==> config.mk <==
export PLATFORM = sky130hd
export DESIGN_NAME = bissc_slave
export DESIGN_NICKNAME = d
export VERILOG_FILES = /design/src/rtl/bissc_slave.sv
export SDC_FILE = /design/constraint.sdc
export NUM_CORES = 1
export LEC_CHECK = 0
export ABC_AREA = 1
export CORE_ASPECT_RATIO = 0.9
export CORE_UTILIZATION = 40
export DETAILED_ROUTE_END_ITERATION = 10
export MAX_ROUTING_LAYER = met4
export PLACE_DENSITY = 0.7
export SLEW_MARGIN = 25
export SYNTH_ARGS = -nofsm -noshare
export SYNTH_HDL_FRONTEND = slang
export SYNTH_SLANG_ARGS = --single-unit
==> constraint.sdc <==
create_clock -name enc_clk -period 2.5 [get_ports enc_clk]
set_input_delay 0.5 -clock enc_clk [delete_from_list [all_inputs] [get_ports enc_clk]]
set_output_delay 0.5 -clock enc_clk [all_outputs]
set_load 0.1 [all_outputs]
==> src/rtl/bissc_slave.sv <==
// BiSS-C slave transmitter: oversamples the master's MA clock on enc_clk and shifts one sensor frame out on slo.
// Optional CRC6 generation is enabled by defining BISSC_SLAVE_CRC_EN; otherwise the CRC bit periods carry 0.
module bissc_slave #(
  parameter int DATA_W      = 26,
  parameter int ACK_LEN     = 1,
  parameter int TIMEOUT_CYC = 200
) (
  input  logic              enc_clk,
  input  logic              rst_n,
  input  logic              ma_in,
  input  logic [DATA_W-1:0] pos_in,
  input  logic              err_n,
  input  logic              warn_n,
  output logic              slo,
  output logic              busy,
  output logic              frame_done,
  output logic [3:0]        state_dbg
);

  localparam int SH_W = DATA_W + 2;
  localparam logic [5:0]  ACK_LAST  = 6'(ACK_LEN - 1);
  localparam logic [5:0]  DATA_LAST = 6'(DATA_W - 1);
  localparam logic [5:0]  CRC_LAST  = 6'd4;
  localparam logic [15:0] TOUT_LAST = 16'(TIMEOUT_CYC - 2);

  typedef enum logic [3:0] {
    S_IDLE, S_ACK, S_START, S_CDS, S_DATA, S_NE, S_NW, S_CRC, S_TOUT
  } state_t;

  typedef enum logic [1:0] {
    CRC_HOLD, CRC_CLR, CRC_FEED, CRC_SHIFT
  } crc_op_t;

  state_t            state_q, state_d;
  logic              slo_q, slo_d;
  logic              done_q, done_d;
  logic [5:0]        cnt_q, cnt_d;
  logic [SH_W-1:0]   sh_q, sh_d;
  crc_op_t           crc_op;
  logic              crc_tx;

  logic              ma_s1, ma_s2, ma_s3;
  logic              rise;
  logic [15:0]       tout_cnt;
  logic              tout_hit;

  // Synchronizer resets to the MA idle level so reset release never fakes a rise.
  always_ff @(posedge enc_clk or negedge rst_n) begin
    if (!rst_n) begin
      ma_s1 <= 1'b1;
      ma_s2 <= 1'b1;
      ma_s3 <= 1'b1;
    end else begin
      ma_s1 <= ma_in;
      ma_s2 <= ma_s1;
      ma_s3 <= ma_s2;
    end
  end

  assign rise = ma_s2 & ~ma_s3;

  // Cleared on the rise cycle and while MA is low, so the hit lands TIMEOUT_CYC cycles after synced MA goes high.
  always_ff @(posedge enc_clk or negedge rst_n) begin
    if (!rst_n) begin
      tout_cnt <= '0;
    end else if (rise || !ma_s2) begin
      tout_cnt <= '0;
    end else if (tout_cnt != 16'hFFFF) begin
      tout_cnt <= tout_cnt + 16'd1;
    end
  end

  assign tout_hit = ma_s2 && !rise && (tout_cnt == TOUT_LAST);

  always_ff @(posedge enc_clk or negedge rst_n) begin
    if (!rst_n) begin
      state_q <= S_IDLE;
      slo_q   <= 1'b1;
      done_q  <= 1'b0;
      cnt_q   <= '0;
      sh_q    <= '0;
    end else begin
      state_q <= state_d;
      slo_q   <= slo_d;
      done_q  <= done_d;
      cnt_q   <= cnt_d;
      sh_q    <= sh_d;
    end
  end

  // Each state names the field currently on slo; a rise drives the next bit.
  always_comb begin
    state_d = state_q;
    slo_d   = slo_q;
    done_d  = 1'b0;
    cnt_d   = cnt_q;
    sh_d    = sh_q;
    crc_op  = CRC_HOLD;
    if (tout_hit && state_q != S_IDLE) begin
      state_d = S_IDLE;
      slo_d   = 1'b1;
    end else if (rise) begin
      case (state_q)
        S_IDLE: begin
          sh_d    = {pos_in, err_n, warn_n};
          cnt_d   = '0;
          crc_op  = CRC_CLR;
          slo_d   = 1'b0;
          state_d = S_ACK;
        end
        S_ACK: begin
          if (cnt_q == ACK_LAST) begin
            slo_d   = 1'b1;
            state_d = S_START;
          end else begin
            slo_d = 1'b0;
            cnt_d = cnt_q + 6'd1;
          end
        end
        S_START: begin
          slo_d   = 1'b0;
          state_d = S_CDS;
        end
        S_CDS: begin
          slo_d   = sh_q[SH_W-1];
          sh_d    = sh_q << 1;
          crc_op  = CRC_FEED;
          cnt_d   = '0;
          state_d = S_DATA;
        end
        S_DATA: begin
          slo_d  = sh_q[SH_W-1];
          sh_d   = sh_q << 1;
          crc_op = CRC_FEED;
          if (cnt_q == DATA_LAST) begin
            state_d = S_NE;
          end else begin
            cnt_d = cnt_q + 6'd1;
          end
        end
        S_NE: begin
          slo_d   = sh_q[SH_W-1];
          sh_d    = sh_q << 1;
          crc_op  = CRC_FEED;
          state_d = S_NW;
        end
        S_NW: begin
          slo_d   = crc_tx;
          crc_op  = CRC_SHIFT;
          cnt_d   = '0;
          state_d = S_CRC;
        end
        S_CRC: begin
          slo_d  = crc_tx;
          crc_op = CRC_SHIFT;
          if (cnt_q == CRC_LAST) begin
            done_d  = 1'b1;
            state_d = S_TOUT;
          end else begin
            cnt_d = cnt_q + 6'd1;
          end
        end
        S_TOUT: begin
          slo_d = 1'b0;
        end
        default: begin
          slo_d   = 1'b1;
          state_d = S_IDLE;
        end
      endcase
    end
  end

`ifdef BISSC_SLAVE_CRC_EN
  logic [5:0] crc_q;
  logic       crc_fb;

  assign crc_fb = sh_q[SH_W-1] ^ crc_q[5];
  assign crc_tx = ~crc_q[5];

  // CRC6 x^6+x+1 over data, nE and nW; shifted out MSB first afterwards.
  always_ff @(posedge enc_clk or negedge rst_n) begin
    if (!rst_n) begin
      crc_q <= '0;
    end else begin
      case (crc_op)
        CRC_CLR:   crc_q <= '0;
        CRC_FEED:  crc_q <= {crc_q[4:0], 1'b0} ^ (crc_fb ? 6'h03 : 6'h00);
        CRC_SHIFT: crc_q <= {crc_q[4:0], 1'b0};
        default:   crc_q <= crc_q;
      endcase
    end
  end
`else
  logic [1:0] unused_crc_op;

  assign unused_crc_op = crc_op;
  assign crc_tx        = 1'b0;
`endif

  assign slo        = slo_q;
  assign busy       = (state_q != S_IDLE);
  assign frame_done = done_q;
  assign state_dbg  = state_q;

endmodule

-- Yosys cells after proc, flatten, opt, wreduce, memory -nomap -nowiden
Index checks and enable logic that the tools add are counted.
- bitwise operators: 3
- equality and inequality tests: 19
- mux-type cells: 21
- reduce and logical (&&, ||, !) cells: 19
- add/sub/neg operators: 2
- operators by type and width (kind ; number):
    case mux 28 bit (2 select lines) ; 1
    case mux 4 bit (9 select lines) ; 1
    2-to-1 mux 16 bit ; 2
    case mux 6 bit (4 select lines) ; 1
    2-to-1 mux 4 bit ; 5
    2-to-1 mux 6 bit ; 3
    adder 16 x 1 -> 16 bit, second input constant ; 1
    equality test 16 x 8 -> 1 bit, second input constant ; 1
    equality test 4 x 3 -> 1 bit, second input constant ; 4
    != test 16 bit, second input constant ; 1
    != test 3 bit, second input constant ; 3
    equality test 4 x 2 -> 1 bit, second input constant ; 2
    != test 2 bit, second input constant ; 4
    nonzero test 4 bit ; 2
    2-to-1 mux 1 bit ; 7
    adder 6 x 1 -> 6 bit, second input constant ; 1
    equality test 6 x 3 -> 1 bit, second input constant ; 1
    equality test 6 x 5 -> 1 bit, second input constant ; 1
    zero test 6 bit ; 1
    AND reduction 6 bit ; 1
    nonzero test 2 bit ; 3
    OR reduction 3 bit ; 2
    AND reduction 5 bit ; 1
    OR reduction 5 bit ; 1
    other kinds (10) ; 14
- register bits: 59
- output and inout port bits: 7

-- Logic depth before layout (Yosys ltp)
- depth after elaboration: 8
- depth in mapped cells: 11

-- Worst setup path after synthesis
Ideal clock, no wire load.
- kind: register to output
- from: register state_q[3] (netlist: state_dbg[3])
- to: output busy
- data required time: 2.000 ns
- setup slack: -0.025 ns
- data arrival time: 2.025 ns
- stages on the path, launching flop included: 5
- path through: dfrtp_1 > inv_1 > nand2_1 > nor2_4 > inv_1
- cells in the longest elaborated chain, start to end: 1
- ends and longest elaborated chain (element ; line ; RTL):
    from (decl) ; 34 ; state_t state_q, state_d;
    from (signal assigned) ; 83 ; state_q <= state_d;
    nonzero test 4 bit ; 202 ; assign busy = (state_q != S_IDLE);
    to (decl) ; 15 ; output logic busy,
Every way passes these cells.

-- Worst setup path in the final report
Ends and elaborated chain as after synthesis.

==> flow_summary.toml <==
[die]
core_area_um2 = 8568
die_x_um = 101.2
initial_core_util_pct = 41.31
pin_count = 38
rows = 32
dieArea_um2 = 9230
die_h_um = 91.24

[worst_setup_path]
cp_max_fo = 6
end_kind = "output port"
cp.arrival_ns = 1.56
worst-setup-path-type = "register to output port"
startpoint_type = "register"
required_ns = 2.00

[routing]
wl_per_cell_um = 11.18
drc_errors = 0
via_count = 2925
initialDrtViolationCount = 162
first_pass_iters = 5
ant_nets = 0
wl_mm = 6.885
vias_per_cell = 4.748

[timing]
finalSetupViolCount = 0
fin_setup_tns_ns = 0
finClkSkew_ns = 0.01693
relSlewSlack_pct = 50.89
hold_viol_final = 0
worst_pin_slew_ns = 0.7367
post-route-period-util_pct = 82.39
min_period_ns = 2.060
rsz0062_at_grt = "no"
drv_slew = 0
timing.fmax_mhz = 485.5

[synth]
synth.most_common_cell = "nand2_1"
ys_seq_area_share_pct = 41.85
synth_cell_type_count = 34
synthesis.area_um2 = 3540
synthesis.instances = 455
yosys_warnings = 0
ys.flop_type = "dfrtp_1"
synth_top_area_share_pct = 38.88
synth_area_leaders = "dfrtp_1 (39%), nand2_1 (14%), o21ai_2 (8.7%)"
synth-edff-count = 0
async_flop_share_pct = 100.0
ys_ff_latch = 59
yosysTopAreaCell = "dfrtp_1"
syn_nets = 491
avgSynthCellArea_um2 = 7.779
yosys-top-cells-count = "nand2_1 (129), inv_1 (57), dfrtp_1 (55), nor2_1 (35), o21ai_2 (35)"

[placed_design]
finalWeightedCongestion = 0.8957
place_inst = 600
portBuffers = 37
hpwl_mm = 4.934

[cts]
cts-root-buf = "clkbuf_8"
hold_buffers = 0
cts_buffers = 9
cts_setup_buffers = 0
cts_sinks = 59
clk_latency_ns = 0.35
cts_tree = "yes"
cts_buffer_depth = 2
clkSlewWorstSetupHoldPaths_ns = 0.07
htree_levels = 3
ctsResizeCount = 0

[power_and_ir_drop]
vdd.ir_drop.worst_mv = 0.4877
power_density_nw_per_um2 = 1004
p_leak_uw = 0.001965

[finish]
area_growth_syn_to_layout_pct = 16.58
fin_nets = 528
drive_gt1_share_pct = 19.92
fin_cells = 616
n_antenna_cell = 0

[grt]
grt_pass1_wl_mm = 12.20
grt_usage_pct = 17.18
first_global_vias = 2736
grt_max_degree = 60
gr-total-overflow = 0
antenna_found_initial = 0

[status]
status = "completed"

[min_path]
worstHoldPathType = "primary input to asynchronous set/reset pin"

[flow_run]
drv_cap = 0
[cell usage in the layout (no fill, tap or decap), types with 7 or more instances in the layout]
| cell type | Yosys | final |
|---|---|---|
| nand2_1 | 129 | 129 |
| inv_1 | 57 | 57 |
| dfrtp_1 | 55 | 54 |
| nor2_1 | 35 | 35 |
| o21ai_2 | 35 | 35 |
| nand3_1 | 31 | 31 |
| clkdlybuf4s50_1 | 0 | 29 |
| o21ai_1 | 24 | 24 |
| o21ai_0 | 9 | 9 |
| clkbuf_8 | 0 | 9 |
| buf_4 | 0 | 9 |
| nor2_2 | 8 | 8 |
| nor3_1 | 8 | 8 |
| nand4_1 | 8 | 8 |
| nand2_2 | 7 | 7 |
[path summary, 6_finish.rpt]
check | start | end | slack, ns | cells after the start
max | state_dbg[3] | busy | 0.44 | 5
min | rst_n | frame_done | 0.30 | 2
max reg2reg | tout_cnt[1] | tout_cnt[0] | 0.73 | 8
min reg2reg | ma_s1 | ma_s2 | 0.36 | 0
max in group asynchronous | rst_n | state_dbg[3] | 1.69 | 2
min in group enc_clk | ma_s1 | ma_s2 | 0.36 | 0
[layout make-up]
type	instances	area (µm²)
well taps	119	148.9
repair buffers	39	362.8
multi-input cells	319	1660
fillers	871	4442
flip-flops and latches	59	1483
inverters	64	247.7
clock inverters	7	100.1
clock buffers	9	123.9
[logic make-up (layout without fill, tap and decap cells)]
logic type | Yosys count | in the layout | synth area share (%)
DFF | 59 | 59 | 41.85
AOI/OAI and AO/OA | 78 | 78 | 15.73
xor gates and xnor gates | 1 | 1 | 0.2475
and+or+nand+nor | 235 | 235 | 29.16
buffers and inverters | 77 | 119 | 11.24
adders and majority gates | 5 | 5 | 1.767
[worst max-delay path, stage by stage (launching register included)]
cell,delay (ns)
dfrtp_2,0.44
inv_1,0.16
nand2_1,0.13
nor2_4,0.21
inv_1,0.06
buf_4,0.23
[through the flow]
stage	power (µW)	worst slack, ns	hold WS, ns	area (µm²)	utilization [%]
after global routing	4452	0.3256	0.3649	4126	48.16
after detailed placement	3193	0.7238	0.3498	3902	45.55
after floorplan	2946	0.1066	0.2044	3541	-
final	4144	0.4404	0.3023	4126	48.16
after CTS	4195	0.4030	0.3215	4126	48.16
after global placement	3144	0.7910	0.3479	3902	45.55
[report_power, final]
group / internal [µW] / switching [µW]
combinational: 544 / 1220
sequential: 1240 / 152
clock: 567 / 414
total: 2350 / 1790
[metal layers]
metal  GRT usage (%)  wire [µm]  share of wire [%]  up-vias
met3           4.927        399                5.8        9
met2           26.47       3123                 45       82
met1           21.92       3300                 48     1307
li1                -          -                  -     1527
met5               -          0                  0        -
met4           4.952         61               0.89        0
[sequential cells by signal (all words and copies together) (netlist names)]
signal,count
sh_q,28
state_dbg,4
slo,1
ma_s1,1
frame_done,1
cnt_q,6
ma_s3,1
ma_s2,1
tout_cnt,16
Power figures use the tool's default switching activity.
